[src/rtl/dm_sba_ext.sv]
// System-bus-access engine for the debug module: size/alignment pre-checks, bus-error capture
// and a per-access timeout, with results reported through the sberror encoding.
module dm_sba_ext #(
  parameter int unsigned BusWidth      = 32,
  parameter int unsigned TimeoutCycles = 256
) (
  input  logic                  clk_i,
  input  logic                  rst_ni,
  input  logic                  dmactive_i,
  input  logic [BusWidth-1:0]   sbaddress_i,
  input  logic                  sbaddress_write_valid_i,
  output logic [BusWidth-1:0]   sbaddress_o,
  input  logic                  sbreadonaddr_i,
  input  logic                  sbautoincrement_i,
  input  logic                  sbreadondata_i,
  input  logic [2:0]            sbaccess_i,
  input  logic [BusWidth-1:0]   sbdata_i,
  input  logic                  sbdata_write_valid_i,
  input  logic                  sbdata_read_valid_i,
  output logic [BusWidth-1:0]   sbdata_o,
  output logic                  sbdata_valid_o,
  output logic                  sbbusy_o,
  output logic                  sberror_valid_o,
  output logic [2:0]            sberror_o,
  output logic                  master_req_o,
  output logic [BusWidth-1:0]   master_add_o,
  output logic                  master_we_o,
  output logic [BusWidth-1:0]   master_wdata_o,
  output logic [BusWidth/8-1:0] master_be_o,
  input  logic                  master_gnt_i,
  input  logic                  master_r_valid_i,
  input  logic [BusWidth-1:0]   master_r_rdata_i,
  input  logic                  master_r_err_i
);
  localparam int unsigned NumBytes = BusWidth / 8;
  localparam int unsigned OffW     = $clog2(NumBytes);
  localparam int unsigned CntW     = $clog2(TimeoutCycles);
  localparam logic [2:0]  MaxSize  = 3'(OffW);
  localparam logic [CntW-1:0] CntLast = CntW'(TimeoutCycles - 1);

  localparam logic [1:0] StIdle = 2'd0;
  localparam logic [1:0] StReq  = 2'd1;
  localparam logic [1:0] StWait = 2'd2;

  logic [1:0]          state_q, state_d;
  logic [BusWidth-1:0] addr_q, addr_d, rdata_q, rdata_d;
  logic [BusWidth-1:0] add_q, add_d, wdata_q, wdata_d;
  logic [NumBytes-1:0] be_q, be_d;
  logic                we_q, we_d;
  logic [1:0]          size_q, size_d;
  logic [OffW-1:0]     off_q, off_d;
  logic [CntW-1:0]     cnt_q, cnt_d;
  logic                drop_q, drop_d, discard_q, discard_d;
  logic                data_valid_q, data_valid_d, err_valid_q, err_valid_d;
  logic [2:0]          err_q, err_d;

  logic                trig_wr, trig_rd_addr, trig_rd_data, trig;
  logic [BusWidth-1:0] trig_addr, wdata_calc, rd_shift, rd_calc;
  logic [OffW-1:0]     trig_off;
  logic [2:0]          align_mask;
  logic                size_err, align_err, keep;
  logic [NumBytes-1:0] be_calc;

  always_comb begin
    trig_wr      = sbdata_write_valid_i;
    trig_rd_addr = sbaddress_write_valid_i && sbreadonaddr_i;
    trig_rd_data = sbdata_read_valid_i && sbreadondata_i;
    trig         = (state_q == StIdle) && !drop_q && dmactive_i &&
                   (trig_wr || trig_rd_addr || trig_rd_data);
    // A read-on-address uses the address being written this cycle.
    trig_addr    = (!trig_wr && trig_rd_addr) ? sbaddress_i : addr_q;
    trig_off     = trig_addr[OffW-1:0];
    align_mask   = 3'((4'd1 << sbaccess_i[1:0]) - 4'd1);
    size_err     = sbaccess_i > MaxSize;
    align_err    = |(trig_addr[2:0] & align_mask);
    rd_shift     = master_r_rdata_i >> {off_q, 3'b000};
    for (int unsigned i = 0; i < NumBytes; i++) begin
      be_calc[i] = (i >= 32'(trig_off)) &&
                   (i < 32'(trig_off) + (32'd1 << sbaccess_i[1:0]));
      wdata_calc[8*i +: 8] = sbdata_i[8*(i & ((32'd1 << sbaccess_i[1:0]) - 32'd1)) +: 8];
      rd_calc[8*i +: 8]    = (i < (32'd1 << size_q)) ? rd_shift[8*i +: 8] : 8'h00;
    end
    keep = dmactive_i && !discard_q;
  end

  always_comb begin
    state_d      = state_q;
    addr_d       = addr_q;
    rdata_d      = rdata_q;
    add_d        = add_q;
    wdata_d      = wdata_q;
    be_d         = be_q;
    we_d         = we_q;
    size_d       = size_q;
    off_d        = off_q;
    cnt_d        = cnt_q;
    drop_d       = drop_q;
    discard_d    = discard_q;
    data_valid_d = 1'b0;
    err_valid_d  = 1'b0;
    err_d        = err_q;
    // Losing dmactive mid-access poisons the result even if it comes back.
    if (state_q != StIdle && !dmactive_i) discard_d = 1'b1;
    case (state_q)
      StIdle: begin
        if (drop_q && master_r_valid_i) drop_d = 1'b0;
        if (trig) begin
          if (size_err || align_err) begin
            err_valid_d = 1'b1;
            err_d       = size_err ? 3'd4 : 3'd3;
          end else begin
            state_d   = StReq;
            cnt_d     = '0;
            discard_d = 1'b0;
            add_d     = trig_addr & ~BusWidth'(NumBytes - 1);
            we_d      = trig_wr;
            wdata_d   = wdata_calc;
            be_d      = be_calc;
            size_d    = sbaccess_i[1:0];
            off_d     = trig_off;
          end
        end
      end
      StReq: begin
        if (master_gnt_i) begin
          state_d = StWait;
          cnt_d   = cnt_q + 1'b1;
        end else if (cnt_q == CntLast) begin
          state_d = StIdle;
          if (keep) begin
            err_valid_d = 1'b1;
            err_d       = 3'd1;
          end
        end else begin
          cnt_d = cnt_q + 1'b1;
        end
      end
      StWait: begin
        if (master_r_valid_i) begin
          state_d = StIdle;
          if (keep) begin
            if (master_r_err_i) begin
              err_valid_d = 1'b1;
              err_d       = 3'd2;
            end else begin
              if (!we_q) begin
                rdata_d      = rd_calc;
                data_valid_d = 1'b1;
              end
              if (sbautoincrement_i) addr_d = addr_q + (BusWidth'(1) << size_q);
            end
          end
        end else if (cnt_q == CntLast) begin
          // The granted response is still owed; swallow it when it shows up.
          state_d = StIdle;
          drop_d  = 1'b1;
          if (keep) begin
            err_valid_d = 1'b1;
            err_d       = 3'd1;
          end
        end else begin
          cnt_d = cnt_q + 1'b1;
        end
      end
      default: state_d = StIdle;
    endcase
    if (sbaddress_write_valid_i) addr_d = sbaddress_i;
  end

  always_ff @(posedge clk_i or negedge rst_ni) begin
    if (!rst_ni) begin
      state_q      <= StIdle;
      addr_q       <= '0;
      rdata_q      <= '0;
      add_q        <= '0;
      wdata_q      <= '0;
      be_q         <= '0;
      we_q         <= 1'b0;
      size_q       <= '0;
      off_q        <= '0;
      cnt_q        <= '0;
      drop_q       <= 1'b0;
      discard_q    <= 1'b0;
      data_valid_q <= 1'b0;
      err_valid_q  <= 1'b0;
      err_q        <= '0;
    end else begin
      state_q      <= state_d;
      addr_q       <= addr_d;
      rdata_q      <= rdata_d;
      add_q        <= add_d;
      wdata_q      <= wdata_d;
      be_q         <= be_d;
      we_q         <= we_d;
      size_q       <= size_d;
      off_q        <= off_d;
      cnt_q        <= cnt_d;
      drop_q       <= drop_d;
      discard_q    <= discard_d;
      data_valid_q <= data_valid_d;
      err_valid_q  <= err_valid_d;
      err_q        <= err_d;
    end
  end

  assign sbaddress_o     = addr_q;
  assign sbdata_o        = rdata_q;
  assign sbdata_valid_o  = data_valid_q;
  assign sbbusy_o        = (state_q != StIdle) || drop_q;
  assign sberror_valid_o = err_valid_q;
  assign sberror_o       = err_q;
  assign master_req_o    = (state_q == StReq);
  assign master_add_o    = add_q;
  assign master_we_o     = we_q;
  assign master_wdata_o  = wdata_q;
  assign master_be_o     = be_q;

endmodule

[config.mk]
export PLATFORM = sky130hd
export DESIGN_NAME = dm_sba_ext
export DESIGN_NICKNAME = d
export VERILOG_FILES = /design/src/rtl/dm_sba_ext.sv
export SDC_FILE = /design/constraint.sdc
export NUM_CORES = 1
export LEC_CHECK = 0
export ABC_AREA = 0
export BUFFER_PORTS_ARGS = -buffer_cell sky130_fd_sc_hd__buf_2
export CAP_MARGIN = 20
export CELL_PAD_IN_SITES_DETAIL_PLACEMENT = 0
export CELL_PAD_IN_SITES_GLOBAL_PLACEMENT = 1
export CORE_MARGIN = 4
export CORE_UTILIZATION = 41
export DETAILED_ROUTE_END_ITERATION = 8
export PLACE_DENSITY_LB_ADDON = 0.1
export SYNTH_ARGS = -nofsm -noshare
export SYNTH_HDL_FRONTEND = slang
export SYNTH_SLANG_ARGS = --single-unit
[constraint.sdc]
create_clock -name clk_i -period 6.17 [get_ports clk_i]
set_input_delay 0.3085 -clock clk_i [delete_from_list [all_inputs] [get_ports clk_i]]
set_output_delay 0.3085 -clock clk_i [all_outputs]
set_load 0.02 [all_outputs]
# Yosys cells after proc, flatten, opt, wreduce, memory -nomap -nowiden
# Index checks and enable logic that the tools add are counted.
# word_totals
ff_bits	152
latch_bits	0
mem_bits_rw	0
rom_bits	0
wordCells	147
n_memories	0
# classes
addsub	5
n_mul	0
div_mod_pow	0
magnitude_cmp	12
eq_ne	13
shift	7
muxes	55
n_bitwise	4
reduce_logical	36
# op_table
operator	count
32-bit two-way mux	7
1-bit by 32-bit less-than comparator with 1-bit output (first input constant)	4
2-bit by 32-bit less-than comparator with 1-bit output (first input constant)	4
8-bit two-way mux	9
32-bit by 6-bit indexed part select with 8-bit output	2
1-bit by 2-bit left shift with 32-bit output (first input constant)	2
2-bit by 32-bit adder with 32-bit output	1
32-bit adder	1
32-bit by 5-bit indexed part select with 8-bit output	1
32-bit by 5-bit right shift with 32-bit output	1
3-bit two-way mux	9
8-bit case mux with 3 select lines	1
1-bit two-way mux	20
1-bit logical AND	12
2-bit inequality test (second input constant)	6
2-bit nonzero test	6
2-bit two-way mux	5
5-bit AND reduction	2
3-bit case mux with 3 select lines	1
8-bit by 1-bit adder with 8-bit output (second input constant)	1
8-bit equality test (second input constant)	1
4-bit AND reduction	2
3-bit inequality test (second input constant)	2
2-bit case mux with 3 select lines	1
21 further kinds	31

# Depth between registers and ports, before layout
# Gate-level depths: netlist (run 1).
# depth
ltp_word	9
mapped_depth	12

# Least setup slack after synthesis (run 1)
# No wires, ideal clock.
# synth_path
path_type	input to register
start	in sbaccess_i[0]
end	reg wdata_q[6] (netlist: master_wdata_o[6])
setup_time_ns	0.125
t_arrival_ns	2.511
setup_slack_ns	3.534
stages	8
n_path_buf	2
cell_sequence	buf_1 nor2_1 inv_1 ha_1 nor2_1 nor4b_4 buf_4 mux2_2
# synth_via
elab_chain_len	7
elab_cells_between_ends	8
cone_classes	add/sub: 1; order compare: 1; shift: 1; bitwise: 2; reduce/logical: 3
# synth_rtl
element	line	rtl
start: declaration	16	input logic [2:0] sbaccess_i,
1-bit by 2-bit left shift with 3-bit output	73	align_mask = 3'((4'd1 << sbaccess_i[1:0]) - 4'd1);
3-bit by 1-bit subtractor with 3-bit output	73	
3-bit bitwise AND	75	align_err = |(trig_addr[2:0] & align_mask);
3-bit OR reduction	75	
1-bit logical OR (*)	108	if (size_err || align_err) begin
1-bit NOT (no source line) (*)	--	
3-bit AND reduction (no source line) (*)	--	
end signal: assignment	192	wdata_q <= wdata_d;
end: declaration	47	logic [BusWidth-1:0] add_q, add_d, wdata_q, wdata_d;
# Every way passes the cells marked *; elsewhere a longest branch is shown, timed or not.
# A chain may end at the register's enable or synchronous reset.

# Final worst setup path (run 1)
# layout_path
start	in sbaddress_write_valid_i
end	reg wdata_q[29] (netlist: master_wdata_o[29])
# layout_via
elab_chain_len	8
elab_cells_between_ends	11
cone_classes	mux: 1; bitwise: 2; reduce/logical: 8
# layout_rtl
element	line	rtl
start: declaration	11	input logic sbaddress_write_valid_i,
1-bit logical AND	66	trig_rd_addr = sbaddress_write_valid_i && sbreadonaddr_i;
1-bit logical AND	71	trig_addr = (!trig_wr && trig_rd_addr) ? sbaddress_i : addr_q;
32-bit two-way mux	71	
net trig_addr[0]	58	logic [BusWidth-1:0] trig_addr, wdata_calc, rd_shift, rd_calc;
3-bit bitwise AND	75	
3-bit OR reduction	75	
1-bit logical OR	108	
1-bit NOT (no source line)	--	
3-bit AND reduction (no source line)	--	
# The timed path passes the listed nets, and every way through them passes these cells.

==> flow_summary_export.csv, run 1 <==
group,metric,value,unit
die,rows,51,
placed_design,port_buffers,248,
die,ios,251,
global_route,grt_use_met2,0.341,
global_route,grt_pass1_wl,38.1,mm
timing,period_needed,3.21,ns
routing,drt-total-wl,23.9,mm
timing,rsz0062_at_grt,"no",
synth,yosys_warnings,0,
routing,drt.antenna.violating_nets,0,
min_path,worst_hold_path_type,"primary input to async pin",
cts,max-clock-path-buffers,2,
critical_path,worstPathRequired,6.47,ns
timing,slew_viol_final,0,
routing,wire_per_inst,17.5,um
power,p_per_area,407,nW/um2
timing,setup_viol,0,
cts,cts_hold_buffers,0,
timing,slew_headroom,0.327,
routing,drc,0,
power,power.total,4.09,mW
routing,first_pass_iters,4,
global_route,grt_max_degree,104,
die,die_h,148,um
synth,synthCells,871,
power,leakagePower,4.73,nW
die,start_util,0.416,
global_route,grt_busiest_layer,"met2",
cts,clock-sinks,152,
die,die_w,148,um
layout,layout_commonest_cell,"buf_2",
critical_path,path_max_fanout,91,
global_route,grt_pass1_vias,6950,
timing,hold_viol_final,0,
timing,finClkSkew,0.00982,ns
layout,area_growth,24.4,%
cts,cts_resized,0,
die,dieArea,22000,um2
global_route,overflow,0,
cts,cts_tree,"built",
placed_design,place_area,9480,um2
critical_path,cp.arrival,3.51,ns
cts,path_clk_slew,0.06,ns
synth,yosys_most_used_dff,"dfrtp_1",
synth,syn_area,8080,um2
layout,antenna_cells,0,
power,irDropWorstVdd,213,uV
synth,seq_area_frac_synth,0.471,
global_route,use_met1,0.296,
flow_run,drv_cap,0,
synth,synth-async-reset-ratio,1.00,
cts,cts_max_level,4,
cts,insertion_delay,0.42,ns
synth,synthDistinctLibCells,58,
placed_design,hpwl,17.1,mm
routing,via_per_inst,5.22,
layout,fin_nets,1217,
timing,fmax,312,MHz
synth,syn_avg_cell_area,9.27,um2
global_route,grt_use_total,0.215,
layout,stdcell_area,10000,um2
critical_path,startpoint_type,"primary input",
cts,root_buffer,"clkbuf_16",
timing,tightest_slew,1.01,ns
critical_path,path_class,"primary input to flop",
global_route,grt_antenna_before_repair,0,
timing,finalCritPeriodShare,0.520,
layout,drive_gt1_frac,0.295,
cts,numCtsBuffers,17,
routing,vias,7145,
layout,final_cell_mix,"buf_2, nand2_1, dfrtp_1, nor2_1, o21ai_0",
cts,postCtsSetupBuffers,0,
placed_design,gp_congestion,0.851,
global_route,grt_use_met3,0.0582,
routing,drt-initial-drc-count,348,
outcome,status,"completed",
synth,synth_seq_cells,152,
critical_path,end_kind,"flop",
synth,synth_edf_count,0,
die,core_area,19400,um2
timing,fin_setup_tns,0,ns
[power by group]
| group | switching (mW) | leakage [nW] | internal [mW] |
|---|---|---|---|
| clock | 0.455 | 0.275 | 0.564 |
| sequential | 0.217 | 1.87 | 1.28 |
| combinational | 0.985 | 2.58 | 0.588 |
| total | 1.66 | 4.73 | 2.44 |
[cell families (layout without fill, tap and decap cells)]
group | Yosys count | count (layout) | synth area share
muxes | 77 | 77 | 0.100
DFF | 152 | 152 | 0.471
adders and majority gates | 14 | 14 | 0.0235
buffers and inverters | 71 | 304 | 0.0389
xor gates and xnor gates | 28 | 28 | 0.0304
AOI/OAI and AO/OA | 201 | 201 | 0.149
and+or+nand+nor | 327 | 327 | 0.187
other | 1 | 2 | 0.000464
[layer usage]
layer	vias up	share of wire
li1	3512	-
met1	3415	0.45
met2	199	0.46
met3	19	0.070
met4	0	0.014
met5	-	0
[synthesized netlist by cell type (all sizes together), types with 5 or more instances]
library cell | count | area share
a211oi | 10 | 0.0093
a21oi | 48 | 0.030
a31oi | 33 | 0.026
and2 | 7 | 0.0054
and3 | 8 | 0.0062
and4 | 5 | 0.0054
buf | 27 | 0.018
clkbuf | 30 | 0.014
dfrtp | 152 | 0.47
ha | 12 | 0.019
inv | 14 | 0.0065
mux2 | 30 | 0.042
mux2i | 47 | 0.058
nand2 | 152 | 0.071
nand2b | 10 | 0.0077
nand3 | 14 | 0.0087
nand4 | 9 | 0.0070
nor2 | 74 | 0.034
nor2b | 11 | 0.0085
nor3 | 8 | 0.0050
nor4 | 14 | 0.011
o21ai | 72 | 0.045
o31ai | 12 | 0.011
xnor2 | 26 | 0.028
[worst paths after layout]
check                                    startpoint                        endpoint  slack (ns)  cells past startpoint
setup reg to reg             state_q[0]$_DFFE_PN0P_     sbaddress_o[30]$_DFFE_PN0P_        3.19                      7
setup / recovery            sbaddress_write_valid_i  master_wdata_o[29]$_DFFE_PN0P_        2.96                     10
hold reg to reg            sbdata_o[11]$_DFFE_PN0P_        sbdata_o[11]$_DFFE_PN0P_        0.47                      2
min in group clk_i                  sbaddress_i[16]     sbaddress_o[16]$_DFFE_PN0P_        0.11                      3
max in group asynchronous                    rst_ni         sbdata_o[9]$_DFFE_PN0P_        4.91                      2
hold / removal                               rst_ni        sberror_o[0]$_DFFE_PN0P_       0.006                      1
[critical path, stage by stage]
cell and delay, ns:
buf_2 0.08, buf_4 0.47, and3b_1 0.29, mux2i_1 0.39
inv_1 0.12, ha_1 0.27, nor2_1 0.12, nor4b_4 0.22
buf_4 0.71, mux2_2 0.41
[sequential cells by signal (all words and copies together) (netlist names)]
name	count
cnt_q	8
discard_q	1
drop_q	1
master_add_o	30
master_be_o	4
master_wdata_o	32
master_we_o	1
off_q	2
sbaddress_o	32
sbdata_o	32
sbdata_valid_o	1
sberror_o	3
sberror_valid_o	1
size_q	2
state_q	2
[through the flow]
| step | std cells | hold slack [ns] | util | setup WS (ns) |
|---|---|---|---|---|
| floorplan | 872 | 0.0129 | - | 3.53 |
| global placement | 1338 | 0.456 | 0.489 | 2.61 |
| detailed placement | 1338 | 0.461 | 0.489 | 2.50 |
| CTS | 1370 | 0.0492 | 0.518 | 2.96 |
| global route | 1370 | 0.0920 | 0.518 | 2.72 |
| finish | 1370 | 0.00607 | 0.518 | 2.96 |
[final cells by class]
cell class	instances	area (um2)
Clock buffer	17	425
Clock inverter	15	143
Fill cell	1893	9350
Inverter	14	52.6
Multi-Input combinational cell	649	3970
Sequential cell	152	3800
Tap cell	265	332
Timing Repair Buffer	258	1320
No activity file was read; power rests on OpenSTA's default activity.
==> run 2, diff against run 1 <==
--- a/config.mk
+++ b/config.mk
@@ -5,13 +5,13 @@
 export SDC_FILE = /design/constraint.sdc
 export NUM_CORES = 1
 export LEC_CHECK = 0
-export ABC_AREA = 0
+export ABC_AREA = 1
 export BUFFER_PORTS_ARGS = -buffer_cell sky130_fd_sc_hd__buf_2
 export CAP_MARGIN = 20
 export CELL_PAD_IN_SITES_DETAIL_PLACEMENT = 0
 export CELL_PAD_IN_SITES_GLOBAL_PLACEMENT = 1
 export CORE_MARGIN = 4
-export CORE_UTILIZATION = 41
+export CORE_UTILIZATION = 37
 export DETAILED_ROUTE_END_ITERATION = 8
 export PLACE_DENSITY_LB_ADDON = 0.1
 export SYNTH_ARGS = -nofsm -noshare
==> constraint.sdc (replaced) <==
create_clock -name clk_i -period 3.4 [get_ports clk_i]
set_input_delay 0.17 -clock clk_i [delete_from_list [all_inputs] [get_ports clk_i]]
set_output_delay 0.17 -clock clk_i [all_outputs]
set_load 0.02 [all_outputs]
==> flow_summary_export.csv, run 2 <==
group,metric,value,unit
outcome,status,"completed",
critical_path,path_class,"primary input to flop",
die,ios,251,
placed_design,numPlacedInstances,1803,
routing,via_per_inst,4.81,
die,start_util,0.377,
critical_path,cp_common_cell,"inv_1",
power,p_sw_frac,0.434,
critical_path,path_cells,"dlygate4sd3_1 -> buf_2 -> inv_1 -> nand3_4 -> o21a_1 -> inv_1 -> ha_1 -> nor2_1 -> nand2_2 -> nor2_8 -> inv_2 -> buf_4 -> nand2_1 -> o21ai_1",
synth,synthCells,1274,
min_path,worst_hold_path_type,"primary input to flop",
synth,yosysMostFrequentCell,"nand2_1",
critical_path,startpoint_type,"primary input",
synth,syn_area,8870,um2
critical_path,reg2reg_depth,11,
critical_path,r2r-end,"master_wdata_o[4]$_DFFE_PN0P_",
timing,setup_ws,0.702,ns
routing,vias,8908,
layout,regArea,3800,um2
timing,tightest_slew,0.784,ns
cts,numCtsBuffers,17,
layout,multiInputGateArea,4350,um2
power,p_int,4.24,mW
cts,path_clk_slew,0.08,ns
critical_path,worstPathRequired,3.75,ns
synth,synth_xor_area_frac,0.0109,
synth,synthDistinctLibCells,45,
critical_path,cp.arrival,3.05,ns
routing,first_pass_iters,4,
routing,drc,0,
placed_design,port_buffers,248,
min_path,holdPathStages,3,
layout,drive_gt1_frac,0.206,
layout,layout_commonest_cell,"nand2_1",
cts,cts_tree,"built",
power,leakagePower,6.08,nW
timing,holdWs,0.0145,ns
timing,finalCritPeriodShare,0.794,
synth,synth-async-reset-ratio,1.00,
critical_path,r2r_slack,0.85,ns
power,seqPwrFrac,0.356,
layout,final_cell_mix,"nand2_1, buf_2, dfrtp_1, inv_1, o21ai_0",
routing,drt.antenna.violating_nets,0,
synth,synth_top_area_share,0.429,
layout,fin_nets,1644,
cts,insertion_delay,0.42,ns
synth,yosys_warnings,0,
global_route,grt_max_degree,77,
synth,yosysTopAreaCell,"dfrtp_1",
critical_path,cpMaxStageDelayCell,"buf_4",
layout,stdcell_area,11200,um2
power,switchingPower,3.24,mW
cts,clock-sinks,152,
timing,fmax,371,MHz
synth,yosys-top-cells-count,"nand2_1, dfrtp_1, inv_1",
synth,synthAdderAreaFrac,0.0215,
timing,slew_viol_final,0,
routing,drt-total-wl,28.8,mm
cts,root_buffer,"clkbuf_16",
power,power.total,7.48,mW
die,die_w,163,um
flow_run,drv_cap,0,
routing,drt-initial-drc-count,570,
layout,fin_util,0.474,
timing,setup_viol,0,
routing,wire_per_inst,15.5,um
die,dieArea,26500,um2
layout,num-fill-cells,2552,
timing,hold_viol_final,0,
power,irDropWorstVdd,336,uV
synth,netlist_top_cells_area,"dfrtp_1, nand2_1, o21ai_0, inv_1, nand3_1",
critical_path,crit_path_max_incr_delay,0.60,ns
cts,cts_resized,0,
die,core_area,23500,um2
global_route,grt_use_total,0.216,
power,p_per_area,670,nW/um2
placed_design,place_ws,0.683,ns
layout,area_growth,25.9,%
min_path,hp-start,"sbaddress_i[23]",
global_route,grt_pass1_wl,45.8,mm
timing,slew_headroom,0.472,
min_path,min_to,"master_add_o[23]$_DFFE_PN0P_",
synth,syn_avg_cell_area,6.96,um2
cts,cts_max_level,4,
layout,post_layout_nonfiller_instances,1852,
synth,synth-compound-area-share,0.133,
timing,rsz0062_at_grt,"no",
synth,synth.mux.area_fraction,0.00113,
die,die_h,163,um
synth,yosys_most_used_dff,"dfrtp_1",
global_route,grt_antenna_before_repair,1,
synth,synth_top_family_by_area,"simple AND/OR/NAND/NOR gates",
global_route,grt_pass1_vias,8519,
critical_path,r2r-start,"state_q[1]$_DFFE_PN0P_",
placed_design,gp_congestion,0.859,
timing,period_needed,2.70,ns
critical_path,end_kind,"flop",
power,clock_power_share,0.258,
placed_design,place_area,10400,um2
timing,finClkSkew,0.0120,ns
timing,fin_setup_tns,0,ns
synth,synth_seq_cells,152,
critical_path,path_max_fanout,56,
cts,max-clock-path-buffers,2,
power,pwr-share-comb,0.386,
synth,seq_area_frac_synth,0.429,
synth,synth_edf_count,0,
synth,synthSimpleGateAreaFrac,0.323,
placed_design,hpwl,21.6,mm
global_route,overflow,0,
die,rows,56,
[run 2: cell families (layout without fill, tap and decap cells)]
| kind of cell | count (synthesis) | count (layout) |
|---|---|---|
| compound gates | 204 | 204 |
| xor+xnor | 11 | 11 |
| fa+ha+maj | 14 | 14 |
| buf+inv | 178 | 435 |
| flops | 152 | 152 |
| mux | 1 | 1 |
| other cells | 1 | 3 |
| simple gates | 713 | 713 |
[run 2: cell type report]
| type | count | area share |
|---|---|---|
| Clock inverter | 15 | 0.0164 |
| Tap cell | 319 | 0.0358 |
| Inverter | 125 | 0.0420 |
| Sequential cell | 152 | 0.341 |
| Timing Repair Buffer | 278 | 0.137 |
| Multi-Input combinational cell | 945 | 0.390 |
| Clock buffer | 17 | 0.0381 |
| Antenna cell | 1 | 0.000224 |
[run 2: timing repair]
action,4_1_cts,5_1_grt
endpoints found under the hold margin,89,0
setup endpoints to repair,0,0
setup buffers,0,0
hold buffers,16,0
[run 2: critical path, delay by kind of cell]
| kind | cells | cell delay [ns] |
|---|---|---|
| buf+inv | 6 | 1.92 |
| compound gates | 2 | 0.31 |
| fa+ha+maj | 1 | 0.16 |
| simple gates | 5 | 0.44 |
[run 2: worst max-delay path by stage]
stage	start	endpoint	cells past startpoint	slack (ns)
after CTS	sbdata_write_valid_i	master_add_o[19]$_DFFE_PN0P_	14	0.66
after detailed placement	sbaddress_write_valid_i	master_add_o[15]$_DFFE_PN0P_	12	0.68
after floorplan	sbaddress_o[0]$_DFFE_PN0P_	master_be_o[0]$_DFFE_PN0P_	11	1.46
final	sbdata_write_valid_i	master_wdata_o[4]$_DFFE_PN0P_	14	0.70
after global routing	sbdata_write_valid_i	master_wdata_o[29]$_DFFE_PN0P_	14	0.40
after global placement	sbaddress_write_valid_i	master_wdata_o[6]$_DFFE_PN0P_	12	0.80
[run 2: metal layers]
layer	vias up	GRT usage	wire [um]
met2	248	0.335	12900
li1	4550	-	-
met1	4086	0.317	13800
met3	24	0.0309	1620
met5	-	0	0
met4	0	0.0579	443
[run 2: power by group through the flow]
stage	Sequential [mW]	Combinational [mW]	Clock (mW)
2_1_floorplan	3.19	1.35	0
3_3_place_gp	2.70	2.88	0
3_5_place_dp	2.69	2.91	0
4_1_cts	2.67	2.93	1.98
5_1_grt	2.74	3.22	2.06
6_report	2.67	2.89	1.93
==> run 3, diff against run 2 <==
--- a/config.mk
+++ b/config.mk
@@ -11,7 +11,7 @@
 export CELL_PAD_IN_SITES_DETAIL_PLACEMENT = 0
 export CELL_PAD_IN_SITES_GLOBAL_PLACEMENT = 1
 export CORE_MARGIN = 4
-export CORE_UTILIZATION = 37
+export CORE_UTILIZATION = 33
 export DETAILED_ROUTE_END_ITERATION = 8
 export PLACE_DENSITY_LB_ADDON = 0.1
 export SYNTH_ARGS = -nofsm -noshare
==> constraint.sdc (replaced) <==
create_clock -name clk_i -period 2.35 [get_ports clk_i]
set_input_delay 0.1175 -clock clk_i [delete_from_list [all_inputs] [get_ports clk_i]]
set_output_delay 0.1175 -clock clk_i [all_outputs]
set_load 0.02 [all_outputs]
==> flow_summary_export.csv, run 3 (synthesized netlist as in run 2, its figures left out) <==
group,metric,value,unit
die,die_h,172,um
global_route,grt_pass1_vias,8740,
critical_path,worstPathRequired,2.67,ns
layout,fin_nets,1693,
layout,area_growth,31.9,%
cts,numCtsBuffers,17,
placed_design,port_buffers,248,
timing,period_needed,2.15,ns
layout,drive_gt1_frac,0.207,
timing,slew_headroom,0.533,
routing,met3WireLength,1.56,mm
cts,clock-sinks,152,
power,power.total,11.1,mW
cts,cts_tree,"built",
min_path,worst_hold_path_type,"primary input to flop",
critical_path,path_class,"primary input to flop",
timing,tightest_slew,0.700,ns
timing,slew_viol_final,0,
global_route,grt_antenna_before_repair,1,
power,p_per_area,946,nW/um2
timing,fin_setup_tns,0,ns
cts,path_clk_slew,0.07,ns
routing,drc,0,
cts,root_buffer,"clkbuf_16",
routing,drt.antenna.violating_nets,0,
placed_design,place_ws,0.207,ns
layout,final_cell_mix,"nand2_1, buf_2, dfrtp_1, inv_1, o21ai_0",
flow_run,drv_cap,0,
global_route,grt_pass1_wl,48.3,mm
critical_path,reg2reg_depth,10,
timing,rsz0062_at_grt,"yes",
routing,routed.top_layer,"met4",
timing,setup_viol,0,
layout,post_layout_nonfiller_instances,1917,
global_route,overflow,0,
global_route,grt_max_degree,63,
cts,max-clock-path-buffers,2,
critical_path,r2r_slack,0.24,ns
placed_design,gp_congestion,0.856,
placed_design,place_area,10500,um2
cts,insertion_delay,0.43,ns
critical_path,path_max_fanout,24,
routing,first_pass_iters,5,
routing,drt-total-wl,30.5,mm
die,core_area,26300,um2
min_path,holdPathStages,3,
layout,fin_util,0.445,
timing,holdWs,0.0174,ns
outcome,status,"completed",
timing,finalCritPeriodShare,0.914,
critical_path,cp.arrival,2.46,ns
die,die_w,172,um
layout,stdcell_area,11700,um2
die,dieArea,29600,um2
critical_path,end_kind,"flop",
cts,cts_max_level,4,
routing,via_per_inst,4.71,
die,rows,59,
power,irDropWorstVdd,530,uV
die,ios,251,
routing,wl_met2,13.6,mm
timing,fmax,465,MHz
routing,vias,9029,
critical_path,startpoint_type,"primary input",
routing,wl_met1,14.8,mm
power,leakagePower,6.30,nW
timing,finClkSkew,0.0199,ns
placed_design,numPlacedInstances,1829,
timing,setup_ws,0.202,ns
routing,drt-initial-drc-count,650,
global_route,grt_use_total,0.207,
cts,postCtsSetupBuffers,0,
routing,wire_per_inst,15.9,um
placed_design,hpwl,22.7,mm
die,start_util,0.337,
timing,hold_viol_final,0,
layout,layout_commonest_cell,"nand2_1",
==> run 3: final timing paths <==
check / from / endpoint
setup / recovery: sbdata_write_valid_i / off_q[1]$_DFFE_PN0P_
hold / removal: sbaccess_i[1] / size_q[1]$_DFFE_PN0P_
min in group asynchronous: rst_ni / cnt_q[3]$_DFFE_PN0P_
hold reg to reg: master_wdata_o[8]$_DFFE_PN0P_ / master_wdata_o[8]$_DFFE_PN0P_
setup reg to reg: size_q[0]$_DFFE_PN0P_ / sbaddress_o[16]$_DFFE_PN0P_
max in group asynchronous: rst_ni / sbdata_o[18]$_DFFE_PN0P_
==> run 3: repair_timing <==
item,in CTS,in global routing
endpoints found under the setup margin,0,22
gates resized for setup,0,5
hold buffers,55,0
endpoints found under the hold margin,124,0
==> run 3: critical path, cell delays in order <==
cell and delay, ns:
dlygate4sd3_1 0.56, buf_2 0.14, inv_1 0.11, nand3_4 0.09, nand2_1 0.06, o21a_1 0.16
inv_1 0.08, ha_1 0.18, nor2_1 0.16, nand2_2 0.13, nor2_8 0.11, buf_4 0.28
nand2_1 0.14, o21a_1 0.13
==> run 3: power breakdown <==
part | internal (mW) | total [mW] | switching, mW
sequential | 3.33 | 3.81 | 0.479
combinational | 1.44 | 4.34 | 2.90
clock | 1.56 | 2.91 | 1.34
total | 6.34 | 11.1 | 4.72
==> run 3: final cells by class <==
class	count	area (um2)
Timing Repair Buffer	327	2020
Tap cell	335	419
Fill cell	2853	14600
Clock buffer	18	439
Clock inverter	14	173
Inverter	125	469
Sequential cell	152	3800
Antenna cell	1	2.50
Multi-Input combinational cell	945	4370
==> run 3: layer usage <==
| layer | GRT usage | up-vias |
|---|---|---|
| li1 | - | 4649 |
| met1 | 0.297 | 4124 |
| met2 | 0.324 | 228 |
| met3 | 0.0380 | 28 |
| met4 | 0.0513 | 0 |
| met5 | 0 | - |
